`config.mk`:
```
export PLATFORM = sky130hd
export DESIGN_NAME = fifo_stream_reader
export DESIGN_NICKNAME = d
export VERILOG_FILES = /design/src/rtl/fifo_stream_reader.sv
export SDC_FILE = /design/constraint.sdc
export NUM_CORES = 1
export LEC_CHECK = 0
export CAP_MARGIN = 5
export CORE_ASPECT_RATIO = 1.2
export CORE_MARGIN = 10
export CORE_UTILIZATION = 52
export CTS_BUF_LIST = sky130_fd_sc_hd__clkbuf_16
export DETAILED_ROUTE_END_ITERATION = 16
export HOLD_SLACK_MARGIN = 0.02
export PLACE_DENSITY = 0.84
export RECOVER_POWER = 25
export SYNTH_ARGS = -nofsm -noshare
export SYNTH_HDL_FRONTEND = slang
export SYNTH_SLANG_ARGS = --single-unit
```
`constraint.sdc`:
```
create_clock -name clk -period 10.7 [get_ports clk]
set_input_delay 2.14 -clock clk [delete_from_list [all_inputs] [get_ports clk]]
set_output_delay 2.14 -clock clk [all_outputs]
set_load 0.01 [all_outputs]
```
`src/rtl/fifo_stream_reader.sv`:
```
// Read-side controller for the synchronous 32-bit FIFO: issues reads, absorbs the one-cycle
// read latency in a skid buffer and presents a valid/ready stream. Optional: FIFO_STREAM_READER_CNT_EN.
module fifo_stream_reader #(
  parameter int unsigned DW         = 32,
  parameter int unsigned SKID_DEPTH = 2
) (
  input  logic          clk,
  input  logic          rst,
  input  logic          en,
  input  logic          fifo_empty,
  output logic          fifo_rd,
  input  logic [DW-1:0] fifo_dout,
  output logic          m_valid,
  input  logic          m_ready,
  output logic [DW-1:0] m_data,
  output logic          busy,
  output logic [2:0]    level
`ifdef FIFO_STREAM_READER_CNT_EN
  ,
  output logic [31:0]   xfer_cnt,
  output logic          underrun_err
`endif
);

  localparam int unsigned PW = (SKID_DEPTH > 2) ? 2 : 1;

  typedef enum logic [1:0] {StIdle, StRun, StDrain} state_e;

  state_e          state_q, state_d;
  logic [DW-1:0]   mem_q [SKID_DEPTH];
  logic [PW-1:0]   head_q, tail_q;
  logic [2:0]      level_q;
  logic            inflight_q;
  logic            pop;
  logic [3:0]      occ;

  function automatic logic [PW-1:0] ptr_inc(input logic [PW-1:0] p);
    return (p == PW'(SKID_DEPTH - 1)) ? '0 : p + PW'(1);
  endfunction

  assign pop     = m_valid & m_ready;
  assign occ     = {1'b0, level_q} + {3'b000, inflight_q};
  // Reserve a slot for every word already requested; a same-cycle pop frees one.
  assign fifo_rd = ~rst & en & ~fifo_empty & ((occ - {3'b000, pop}) < 4'(SKID_DEPTH));
  assign m_valid = (level_q != 3'd0);
  assign m_data  = m_valid ? mem_q[head_q] : '0;
  assign level   = level_q;
  assign busy    = (state_q != StIdle) | (occ != 4'd0);

  always_ff @(posedge clk) begin
    if (rst) begin
      state_q    <= StIdle;
      inflight_q <= 1'b0;
      head_q     <= '0;
      tail_q     <= '0;
      level_q    <= '0;
    end else begin
      state_q    <= state_d;
      inflight_q <= fifo_rd;
      if (inflight_q) tail_q <= ptr_inc(tail_q);
      if (pop)        head_q <= ptr_inc(head_q);
      level_q    <= level_q + {2'b00, inflight_q} - {2'b00, pop};
    end
  end

  // Storage needs no reset: entries are only visible once level counts them.
  always_ff @(posedge clk) begin
    if (!rst && inflight_q) mem_q[tail_q] <= fifo_dout;
  end

  always_comb begin
    state_d = state_q;
    unique case (state_q)
      StIdle:  if (en) state_d = StRun;
      StRun:   if (!en) state_d = (occ != 4'd0) ? StDrain : StIdle;
      StDrain: begin
        if (en)                 state_d = StRun;
        else if (occ == 4'd0)   state_d = StIdle;
      end
      default: state_d = StIdle;
    endcase
  end

`ifdef FIFO_STREAM_READER_CNT_EN
  logic [31:0] xfer_cnt_q;
  logic        underrun_err_q;

  always_ff @(posedge clk) begin
    if (rst) begin
      xfer_cnt_q     <= '0;
      underrun_err_q <= 1'b0;
    end else begin
      if (pop)                  xfer_cnt_q     <= xfer_cnt_q + 32'd1;
      if (fifo_rd & fifo_empty) underrun_err_q <= 1'b1;
    end
  end

  assign xfer_cnt     = xfer_cnt_q;
  assign underrun_err = underrun_err_q;
`endif

endmodule

```
== Yosys cells after proc, flatten, opt, wreduce, memory -nomap -nowiden ==
Memory sizes are Yosys's and may differ from the RTL's. A register that Yosys moved wholly into a read port is not among the register bits.
Index checks and enable logic that the tools add are counted.

* Word-level logic and storage cells: 46
* Memories kept: 1
* Input bits: 37
* Bits in registers: 8
* Memory bits (writable): 64

{| class="wikitable"
|+ Memories
! name !! words !! bits a word !! read ports !! clocked after Yosys merged registers in !! write ports !! line !! text
|-
| mem_q || 2 || 32 || 1 || 1 || 1 || 30 || <nowiki>logic [DW-1:0] mem_q [SKID_DEPTH];</nowiki>
|}

* Reduce and logical (&&, ||, !) cells: 8
* Equality and inequality tests: 5
* Mux-type cells: 13
* Bitwise operators: 7
* Add/subtract/negate cells: 6
* $lt $le $gt $ge: 1

{| class="wikitable"
|+ Operator list
! operator !! number
|-
| 32-bit 2-to-1 mux || 1
|-
| 2-bit 2-to-1 mux || 5
|-
| 1-bit 2-to-1 mux || 6
|-
| 2-bit one-hot mux with 3 select lines || 1
|-
| 3-bit by 1-bit adder with 4-bit output || 1
|-
| 1-bit bitwise AND || 4
|-
| 4-bit logical NOT || 1
|-
| 4-bit by 2-bit < comparator with 1-bit output, second input constant || 1
|-
| 2-bit inequality test, second input constant || 2
|-
| 4-bit nonzero test || 1
|-
| 4-bit by 1-bit subtractor with 4-bit output || 1
|-
| 3-bit by 1-bit adder with 3-bit output || 1
|-
| 3-bit inequality test, second input constant || 1
|-
| 3-bit AND reduction || 1
|-
| 3-bit nonzero test || 1
|-
| 3-bit by 1-bit subtractor with 3-bit output || 1
|-
| 1-bit adder, second input constant || 2
|-
| 2-bit by 1-bit equality test with 1-bit output, second input constant || 1
|-
| 2-bit equality test, second input constant || 1
|-
| 2-bit logical NOT || 1
|-
| 1-bit inverter || 2
|-
| 2-bit nonzero test || 1
|-
| 1-bit logical AND || 1
|-
| 1-bit logical NOT || 1
|-
| 1-bit bitwise OR || 1
|}

== Logic depth before layout (Yosys ltp) ==
Gate-level depths: netlist of run 1.

* Depth after elaboration: 5
* Depth in mapped cells: 8
* Gate-level depth less buffers: 8

== Worst setup path before layout of run 1 ==
OpenSTA, ideal clock, no wires.

* Path kind: input to output
* Start point: input port m_ready
* End point: output port fifo_rd
* Required time: 8560 ps
* Cell stages on the path: 5
* Path buffers: 0
* Path slack: 5156 ps
* Arrival: 3404 ps
* Cells stage by stage: o31ai_1 nor2_1 ha_1 or3b_1 nor4_1

* Cells in the longest elaborated chain, start to end: 4

{| class="wikitable"
|+ RTL lines
! item !! line !! text
|-
| start, declared || 14 || <nowiki>input logic m_ready,</nowiki>
|-
| 1-bit bitwise AND || 41 || <nowiki>assign pop = m_valid & m_ready;</nowiki>
|-
| 4-bit by 1-bit subtractor with 4-bit output || 44 || <nowiki>assign fifo_rd = ~rst & en & ~fifo_empty & ((occ - {3'b000, pop}) < 4'(SKID_DEPTH));</nowiki>
|-
| 4-bit by 2-bit < comparator with 1-bit output || 44 ||
|-
| 1-bit bitwise AND || 44 ||
|-
| end, declared || 11 || <nowiki>output logic fifo_rd,</nowiki>
|}

Every way passes these cells.

== Worst setup path in the final report of run 1 ==
Ends and elaborated chain as after synthesis.

==> metrics, run 1 <==
reg2reg setup slack 8.44 ns; ANT cells 0; FF-to-FF Start level[1]; fin. max-slew vios 0; sequential area share after synthesis 72.2%; row count 29; dpl hpwl 4040 microns; Die ar. 0.00900 sq mm; Yosys reg bits 73; DR DRC count 0; Initial Util 54.2%; share of cells above drive strength 1 9.42%; PostCTS Resize Cnt 0; PwrDens 259 mW/mm^2; drt first pass iters 4; Worst Max-Slew Pin Slew 1.00 ns; Period Utilization, post-route 60.6%; reg2reg end level[1]; final WL 5800 microns; Non-Filler Instances 338; worst vdd ir 0.202 mV; Clock Root Buffer clkbuf_16; Compound-Gate Fraction of Synth Area 0.731%; IO buf count 74; top achievable clock speed 154 MHz; # clock sinks 73; Vias 1750; WL per Instance 17.2 microns; multi-input logic area 757 sq um; initial drt markers 71; largest family of logic cells by synthesized area multiplexers; Post-Syn Area 0.00291 sq mm; Post-synth EDFFs 64; IO Count 75; grt ovf 0; count of cell types in the netlist 25; vias per cell 5.18; fin crit period 6.49 ns; Reg clk slew, reported paths 0.05 ns; WHS 0.478 ns; clock latency at the later pin of the worst-skew pair 0.32 ns; Syn Nets 233; RSZ-0062 raised after global routing no; Cells after Synth 189; Leak 1.46 nW; depth of the CTS H-tree 3; Num CTS Buffers 9; Async S/R FF share, synth 0%; die height 102 microns; worst path required time 8.56 ns; clk_skew 0.00388 ns; final setup fails 0; Critical Path Start m_ready; area share of fa/ha/maj cells after synthesis 3.27%; status completed; core box area 0.00537 sq mm; deepest clock path buffer count 2; Arr. time, crit path 4.35 ns; post-synthesis simple-gate area fraction 8.64%; sum of negative setup slack 0 ns; CP Max Fanout 4; Post-Synth XOR/XNOR Area 1.81%; gr usage total 13.1%; DRT antenna net count 0; routability cong. 0.749; max-cap viol count 0; Setup crit end fifo_rd; synth warn 0; placed cells 322; Final #Nets 315; first-pass GRT wire length 8900 microns; setup bufs post-CTS 0; Filler cells 347; number of antenna violations at the first check in global routing 0; TritonCTS clock tree yes; pin count of the biggest net entering global routing 33; Worst Hold Class reg -> reg; hold violation count in the final report 0; headroom to the max-slew limit 33.1%; syn_area_per_cell 15.4 sq um; Synth Flop Type edfxtp_1; crit path launch type input port; Setup CP Type in -> out; Sequential cell area 0.00210 sq mm; Crit. End Element output pin; # hold bufs at CTS 0; mux share of post-synthesis cell area 11.0%; vias in the first global route 1851; die width 88.3 microns; area grow syn2layout 40.2%; Worst R2R Path Depth 7
cell families (layout without fill, tap and decap cells):
logic type      count (synthesis)  count (layout)
fa+ha+maj                       7               7
flops                          73              73
simple gates                   53              53
xor+xnor                        6               6
buf+inv                        15             102
mux                            32              32
compound gates                  3               3
Yosys cell counts (2+ instances only):
library cell  number  area [sq um]
clkbuf_1           4          15.0
nand2_1            2          7.51
dfxtp_1            9           180
inv_1              7          26.3
xor2_1             2          17.5
edfxtp_1          64          1920
and2b_2            2          17.5
ha_1               6          75.1
nor2_1            39           146
xnor2_1            4          35.0
mux2i_1           32           320
buf_2              3          15.0
nor4_1             3          18.8
report_power, final:
part           total (W)  switching [W]  internal (W)
Combinational   0.000362       0.000161      0.000201
Sequential      0.000367      0.0000380      0.000329
Clock           0.000328       0.000103      0.000226
Total            0.00106       0.000302      0.000755
placed cells by master, fill, tap and decap left out, types with 4 or more instances in the layout:
cell type,netlist,final
edfxtp_1,64,64
clkbuf_16,0,9
dlygate4sd3_1,0,22
mux2i_1,32,32
ha_1,6,6
xnor2_1,4,4
dfxtp_1,9,8
clkdlybuf4s50_1,0,52
buf_4,0,5
inv_1,7,9
nor2_1,39,39
state kept, by name, indices dropped and copies added, names as in the netlist, named ones only:
name        cells
mem_q          64
level           3
state_q         2
head_q          1
inflight_q      1
tail_q          1
final cells by class:
cell class,count,share of cell area [%]
Sequential cell,73,51.6
Timing Repair Buffer,79,19.1
Inverter,7,0.644
Clock buffer,9,5.52
Multi-Input combinational cell,101,18.6
Tap cell,62,1.90
Clock inverter,7,2.73
critical path, stage by stage:
cell and delay, ns:
clkdlybuf4s50_1 0.44, o31ai_1 0.17, nor2_1 0.09, ha_1 0.29
or3b_1 0.36, nor4_1 0.27, clkdlybuf4s50_1 0.59
through the flow:
| step | setup WS [ns] | cell area (sq um) | total power, W | utilization [%] |
|---|---|---|---|---|
| CTS | 4.20 | 4080 | 0.00107 | 76.0 |
| finish | 4.21 | 4080 | 0.00106 | 76.0 |
| floorplan | 5.16 | 2910 | 0.000544 | - |
| global placement | 4.27 | 3740 | 0.000733 | 69.7 |
| global route | 4.04 | 4080 | 0.00111 | 76.0 |
| detailed placement | 4.23 | 3740 | 0.000741 | 69.7 |
routing by layer:
| layer | vias up | wire [microns] | global-route usage [%] |
|---|---|---|---|
| li1 | 859 | - | - |
| met1 | 842 | 2250 | 13.9 |
| met2 | 42 | 3170 | 23.5 |
| met3 | 7 | 302 | 3.98 |
| met4 | 0 | 83 | 5.23 |
| met5 | - | 0 | 0 |
worst min path at each step:
stage               cells after the start          to       start  slack [ns]
detailed placement                      1  state_q[0]  state_q[0]        0.47
floorplan                               1  state_q[0]  state_q[1]        0.45
finish                                  1  state_q[0]  state_q[1]        0.48
global placement                        1  state_q[0]  state_q[1]        0.46
CTS                                     1  state_q[0]  state_q[0]        0.48
global route                            1  state_q[0]  state_q[0]        0.51
No activity file was read; power rests on OpenSTA's default activity.
==> run 2, diff against run 1 <==
--- a/config.mk
+++ b/config.mk
@@ -8,11 +8,11 @@
 export CAP_MARGIN = 5
 export CORE_ASPECT_RATIO = 1.2
 export CORE_MARGIN = 10
-export CORE_UTILIZATION = 52
+export CORE_UTILIZATION = 48
 export CTS_BUF_LIST = sky130_fd_sc_hd__clkbuf_16
 export DETAILED_ROUTE_END_ITERATION = 16
 export HOLD_SLACK_MARGIN = 0.02
-export PLACE_DENSITY = 0.84
+export PLACE_DENSITY = 0.79
 export RECOVER_POWER = 25
 export SYNTH_ARGS = -nofsm -noshare
 export SYNTH_HDL_FRONTEND = slang
==> constraint.sdc (replaced) <==
create_clock -name clk -period 6.17 [get_ports clk]
set_input_delay 1.234 -clock clk [delete_from_list [all_inputs] [get_ports clk]]
set_output_delay 1.234 -clock clk [all_outputs]
set_load 0.01 [all_outputs]
==> run 2 against run 1 <==
Against the previous run:
- core utilization down 7.5 points
- cell count up 5.3%
- combinational power grew 72%
- wire length up 1.3%
- flip-flop and latch count stayed put
- count of clock-buffer cells in the layout unchanged
- setup slack worse by 2.7 ns
- critical endpoint unchanged
==> metrics, run 2 (same netlist as run 1, synthesis figures left out) <==
status completed; routing usage on met1 12.3% (-1.6 points); Final #Nets 313 (-0.63%); row count 31 (+6.9%); PwrDens 448 mW/mm^2 (+73%); Vias 1726 (-1.4%); headroom to the max-slew limit 21.9% (-11 points); ANT cells 0 (unchanged); depth of the CTS H-tree 3 (unchanged); Sequential cell area 0.00210 sq mm (unchanged); gr usage total 12.5% (-0.59 points); Initial Util 48.7% (-5.5 points); first-pass GRT wire length 9340 microns (+5.0%); Die ar. 0.00959 sq mm (+6.5%); dpl hpwl 4070 microns (+0.62%); Biggest register mem_q; vias in the first global route 1864 (+0.70%); Setup CP Type in -> out; grt ovf 0 (unchanged); # hold bufs at CTS 0 (unchanged); worst path required time 4.94 ns (-3.62 ns); Filler cells 439 (+27%); fin crit period 4.69 ns; Top Usage Layer GRT met2; max FFs per register 64 (unchanged); IO Count 75 (unchanged); Period Utilization, post-route 76.0%; most frequent cells in the layout edfxtp_1, clkdlybuf4s50_1, nor2_1; crit path launch type input port; Reg clk slew, reported paths 0.05 ns (about the same); fin util 68.5% (-7.5 points); core box area 0.00597 sq mm (+11%); top achievable clock speed 213 MHz; die width 91.1 microns (+3.2%); RSZ-0062 raised after global routing no; Worst Max-Slew Pin Slew 1.17 ns (+0.163 ns); hold violation count in the final report 0 (unchanged); M2 GR Usage 23.2% (-0.30 points); PostCTS Resize Cnt 0 (unchanged); TritonCTS clock tree yes; area grow syn2layout 40.5%; Crit. End Element output pin; # clock sinks 73 (unchanged); Num CTS Buffers 9 (unchanged); Clock Root Buffer clkbuf_16; Worst Hold Class reg -> reg; most common cell after layout, fill and taps aside edfxtp_1; IO buf count 74 (unchanged); setup bufs post-CTS 0 (unchanged); pin count of the biggest net entering global routing 33 (unchanged); deepest clock path buffer count 2 (unchanged); initial drt markers 61 (-14%); share of cells above drive strength 1 8.76% (-0.66 points); Arr. time, crit path 3.46 ns (-0.89 ns); fin. max-slew vios 0 (unchanged); die height 105 microns (+3.3%); clk_skew 0.00269 ns (-0.00119 ns); Leak 1.45 nW (-0.75%); number of antenna violations at the first check in global routing 0 (unchanged); max-cap viol count 0 (unchanged); clock latency at the later pin of the worst-skew pair 0.32 ns (about the same); worst vdd ir 0.277 mV (+37%); multi-input logic area 757 sq um (unchanged); final setup fails 0 (unchanged); routability cong. 0.773 (+3.2%); vias per cell 4.85 (-6.4%); drt first pass iters 6 (+2); final WL 5870 microns (+1.3%); DR DRC count 0 (unchanged); sum of negative setup slack 0 ns (unchanged); CP Max Fanout 4 (unchanged); DRT antenna net count 0 (unchanged); met3 usage 4.47% (+0.49 points); WL per Instance 16.5 microns (-3.9%)
run 2: cell types whose count changed in the layout (fill, tap and decap cells not counted), sizes merged:
cell  delta
buf      -2
run 2: worst paths after layout:
kind | start | endpoint | slack, ns | depth (start not counted)
setup / recovery | m_ready | fifo_rd | 1.48 | 7
hold / removal | state_q[1] | state_q[0] | 0.48 | 1
setup reg to reg | level[1] | level[1] | 3.97 | 7
hold reg to reg | state_q[1] | state_q[0] | 0.48 | 1
run 2: per-stage QoR:
stage	power (W)	hold WS (ns)	instance area (sq um)	setup slack, ns	cells
2_1_floorplan	0.000943	0.446	2910	1.96	189
5_1_grt	0.00193	0.499	4090	1.35	356
3_3_place_gp	0.00127	0.466	3750	1.56	340
3_5_place_dp	0.00129	0.466	3750	1.50	340
6_report	0.00183	0.476	4090	1.48	356
4_1_cts	0.00186	0.477	4090	1.46	356
run 2: metal layers:
metal / wire, microns / share of wire, %
met2: 3300 / 56
met4: 68 / 1.2
met1: 2220 / 38
met3: 278 / 4.7
met5: 0 / 0
run 2: area by class of cell:
type                            instances  area share [%]
Timing Repair Buffer                   77            18.7
Sequential cell                        73            51.4
Inverter                                7           0.643
Clock inverter                          7            2.72
Clock buffer                            9            5.51
Multi-Input combinational cell        101            18.5
Tap cell                               82            2.51
run 2: critical path, stage by stage:
cell and delay [ns]:
clkdlybuf4s50_1 0.43, o31ai_1 0.14, nor2_1 0.10, ha_1 0.29, or3b_1 0.37, nor4_1 0.28
clkdlybuf4s50_1 0.60
run 2: power breakdown:
part           switching (W)  leakage, nW  internal [W]
registers          0.0000658        0.651      0.000570
clock network       0.000183        0.172      0.000391
logic               0.000274        0.626      0.000347
==> run 3, diff against run 2 <==
==> constraint.sdc (replaced) <==
create_clock -name clk -period 4.8 [get_ports clk]
set_input_delay 0.96 -clock clk [delete_from_list [all_inputs] [get_ports clk]]
set_output_delay 0.96 -clock clk [all_outputs]
set_load 0.01 [all_outputs]
==> run 3 against run 2 <==
Against the previous run:
- register-to-register slack worse by 1.4 ns
- via count down 0.93%
- critical path depth unchanged
- sequential power grew 28%
- clock power up 26%
- highest routed layer unchanged
- wire length is 3.9% lower
==> metrics, run 3 (same netlist as run 1, synthesis figures left out) <==
top achievable clock speed 240 MHz; Clock Root Buffer clkbuf_16; Num CTS Buffers 9 (unchanged); ANT cells 0 (unchanged); depth of the CTS H-tree 3 (unchanged); clock latency at the later pin of the worst-skew pair 0.32 ns (about the same); worst path required time 3.84 ns (-1.10 ns); Vias 1710 (-0.93%); CP Max Fanout 4 (unchanged); setup bufs post-CTS 0 (unchanged); Setup CP Type in -> out; IO Count 75 (unchanged); worst vdd ir 0.336 mV (+21%); final WL 5640 microns (-3.9%); Biggest register mem_q; Top Metal Used met4; TritonCTS clock tree yes; status completed; met2 WL 3160 microns (-4.3%); most frequent cells in the layout edfxtp_1, clkdlybuf4s50_1, nor2_1; clk_skew 0.00487 ns (+0.00218 ns); Design Area, Final 0.00409 sq mm (about the same); number of antenna violations at the first check in global routing 0 (unchanged); # hold bufs at CTS 0 (unchanged); Worst Hold Class reg -> reg; Leak 1.44 nW (-0.53%); DR WL met3 275 microns (-1.1%); PwrDens 573 mW/mm^2 (+28%); max-cap viol count 0 (unchanged); Final #Nets 313 (unchanged); core box area 0.00597 sq mm (unchanged); first-pass GRT wire length 9060 microns (-3.0%); Arr. time, crit path 3.20 ns (-0.26 ns); Filler cells 460 (+4.8%); routability cong. 0.777 (+0.52%); DR DRC count 0 (unchanged); DRT met1 WL 2150 microns (-3.0%); Reg clk slew, reported paths 0.05 ns (about the same); area grow syn2layout 40.5% (about the same); PostCTS Resize Cnt 0 (unchanged); deepest clock path buffer count 2 (unchanged); RSZ-0062 raised after global routing no; gr usage total 12.1% (-0.43 points); share of cells above drive strength 1 8.76% (unchanged); initial drt markers 71 (+16%); vias per cell 4.80 (-0.93%); row count 31 (unchanged); final setup fails 0 (unchanged); vias in the first global route 1860 (-0.21%); Die ar. 0.00959 sq mm (unchanged); pin count of the biggest net entering global routing 33 (unchanged); Initial Util 48.7% (unchanged); sum of negative setup slack 0 ns (unchanged); Crit. End Element output pin; Period Utilization, post-route 86.7%; # clock sinks 73 (unchanged); dpl hpwl 3920 microns (-3.6%); max FFs per register 64 (unchanged); Tot Pwr 0.00234 W (+28%); DRT antenna net count 0 (unchanged); fin crit period 4.16 ns; Worst Max-Slew Pin Slew 0.974 ns (-0.193 ns); DP Area 0.00375 sq mm (unchanged); fin. max-slew vios 0 (unchanged); IO buf count 74 (unchanged); drt first pass iters 4 (-2); WL per Instance 15.8 microns (-3.9%); hold violation count in the final report 0 (unchanged); most common cell after layout, fill and taps aside edfxtp_1; die width 91.1 microns (unchanged); grt ovf 0 (unchanged); headroom to the max-slew limit 35.1% (+13 points); die height 105 microns (unchanged); crit path launch type input port
run 3: cell types whose count changed in the layout (fill, tap and decap cells not counted):
| cell | change |
|---|---|
| clkinvlp_4 | +1 |
| clkinv_4 | -1 |
| clkinv_1 | +1 |
| inv_1 | -1 |
run 3: per-stage QoR:
| step | setup WS (ns) | util, % | std cells | hold slack, ns |
|---|---|---|---|---|
| 2_1_floorplan | 0.861 | - | 189 | 0.446 |
| 3_3_place_gp | 0.717 | 62.8 | 340 | 0.464 |
| 3_5_place_dp | 0.666 | 62.8 | 340 | 0.466 |
| 4_1_cts | 0.654 | 68.4 | 356 | 0.474 |
| 5_1_grt | 0.545 | 68.4 | 356 | 0.511 |
| 6_report | 0.639 | 68.4 | 356 | 0.473 |
run 3: where the power goes:
part	internal (W)	switching [W]	total, W
logic	0.000447	0.000354	0.000801
registers	0.000733	0.0000822	0.000815
clock network	0.000502	0.000225	0.000727
run 3: final timing paths:
| check | startpoint | end | slack, ns | cells past startpoint |
|---|---|---|---|---|
| setup / recovery | m_ready | fifo_rd | 0.64 | 7 |
| hold / removal | state_q[1] | state_q[0] | 0.47 | 1 |
| setup reg to reg | level[1] | level[1] | 2.59 | 7 |
| hold reg to reg | state_q[1] | state_q[0] | 0.47 | 1 |
run 3: worst max-delay path, cell delays in order:
cell,delay [ns]
clkdlybuf4s50_1,0.43
o31ai_1,0.15
nor2_1,0.08
ha_1,0.29
or3b_1,0.36
nor4_1,0.31
clkdlybuf4s50_1,0.61
run 3: final cells by class:
class / instances / area [sq um] / share of cell area [%]
sequential: 73 / 2100 / 51.5
inverter: 7 / 26.3 / 0.643
multi-input combinational: 101 / 757 / 18.5
tap: 82 / 103 / 2.51
timing repair buffer: 77 / 763 / 18.7
clock inverter: 7 / 110 / 2.69
clock buffer: 9 / 225 / 5.51
run 3: layer usage:
metal  global-route usage (%)  vias up
met5                        0        -
met4                     4.71        0
met3                     4.47        2
met2                     22.2       41
met1                     11.9      818
li1                         -      849
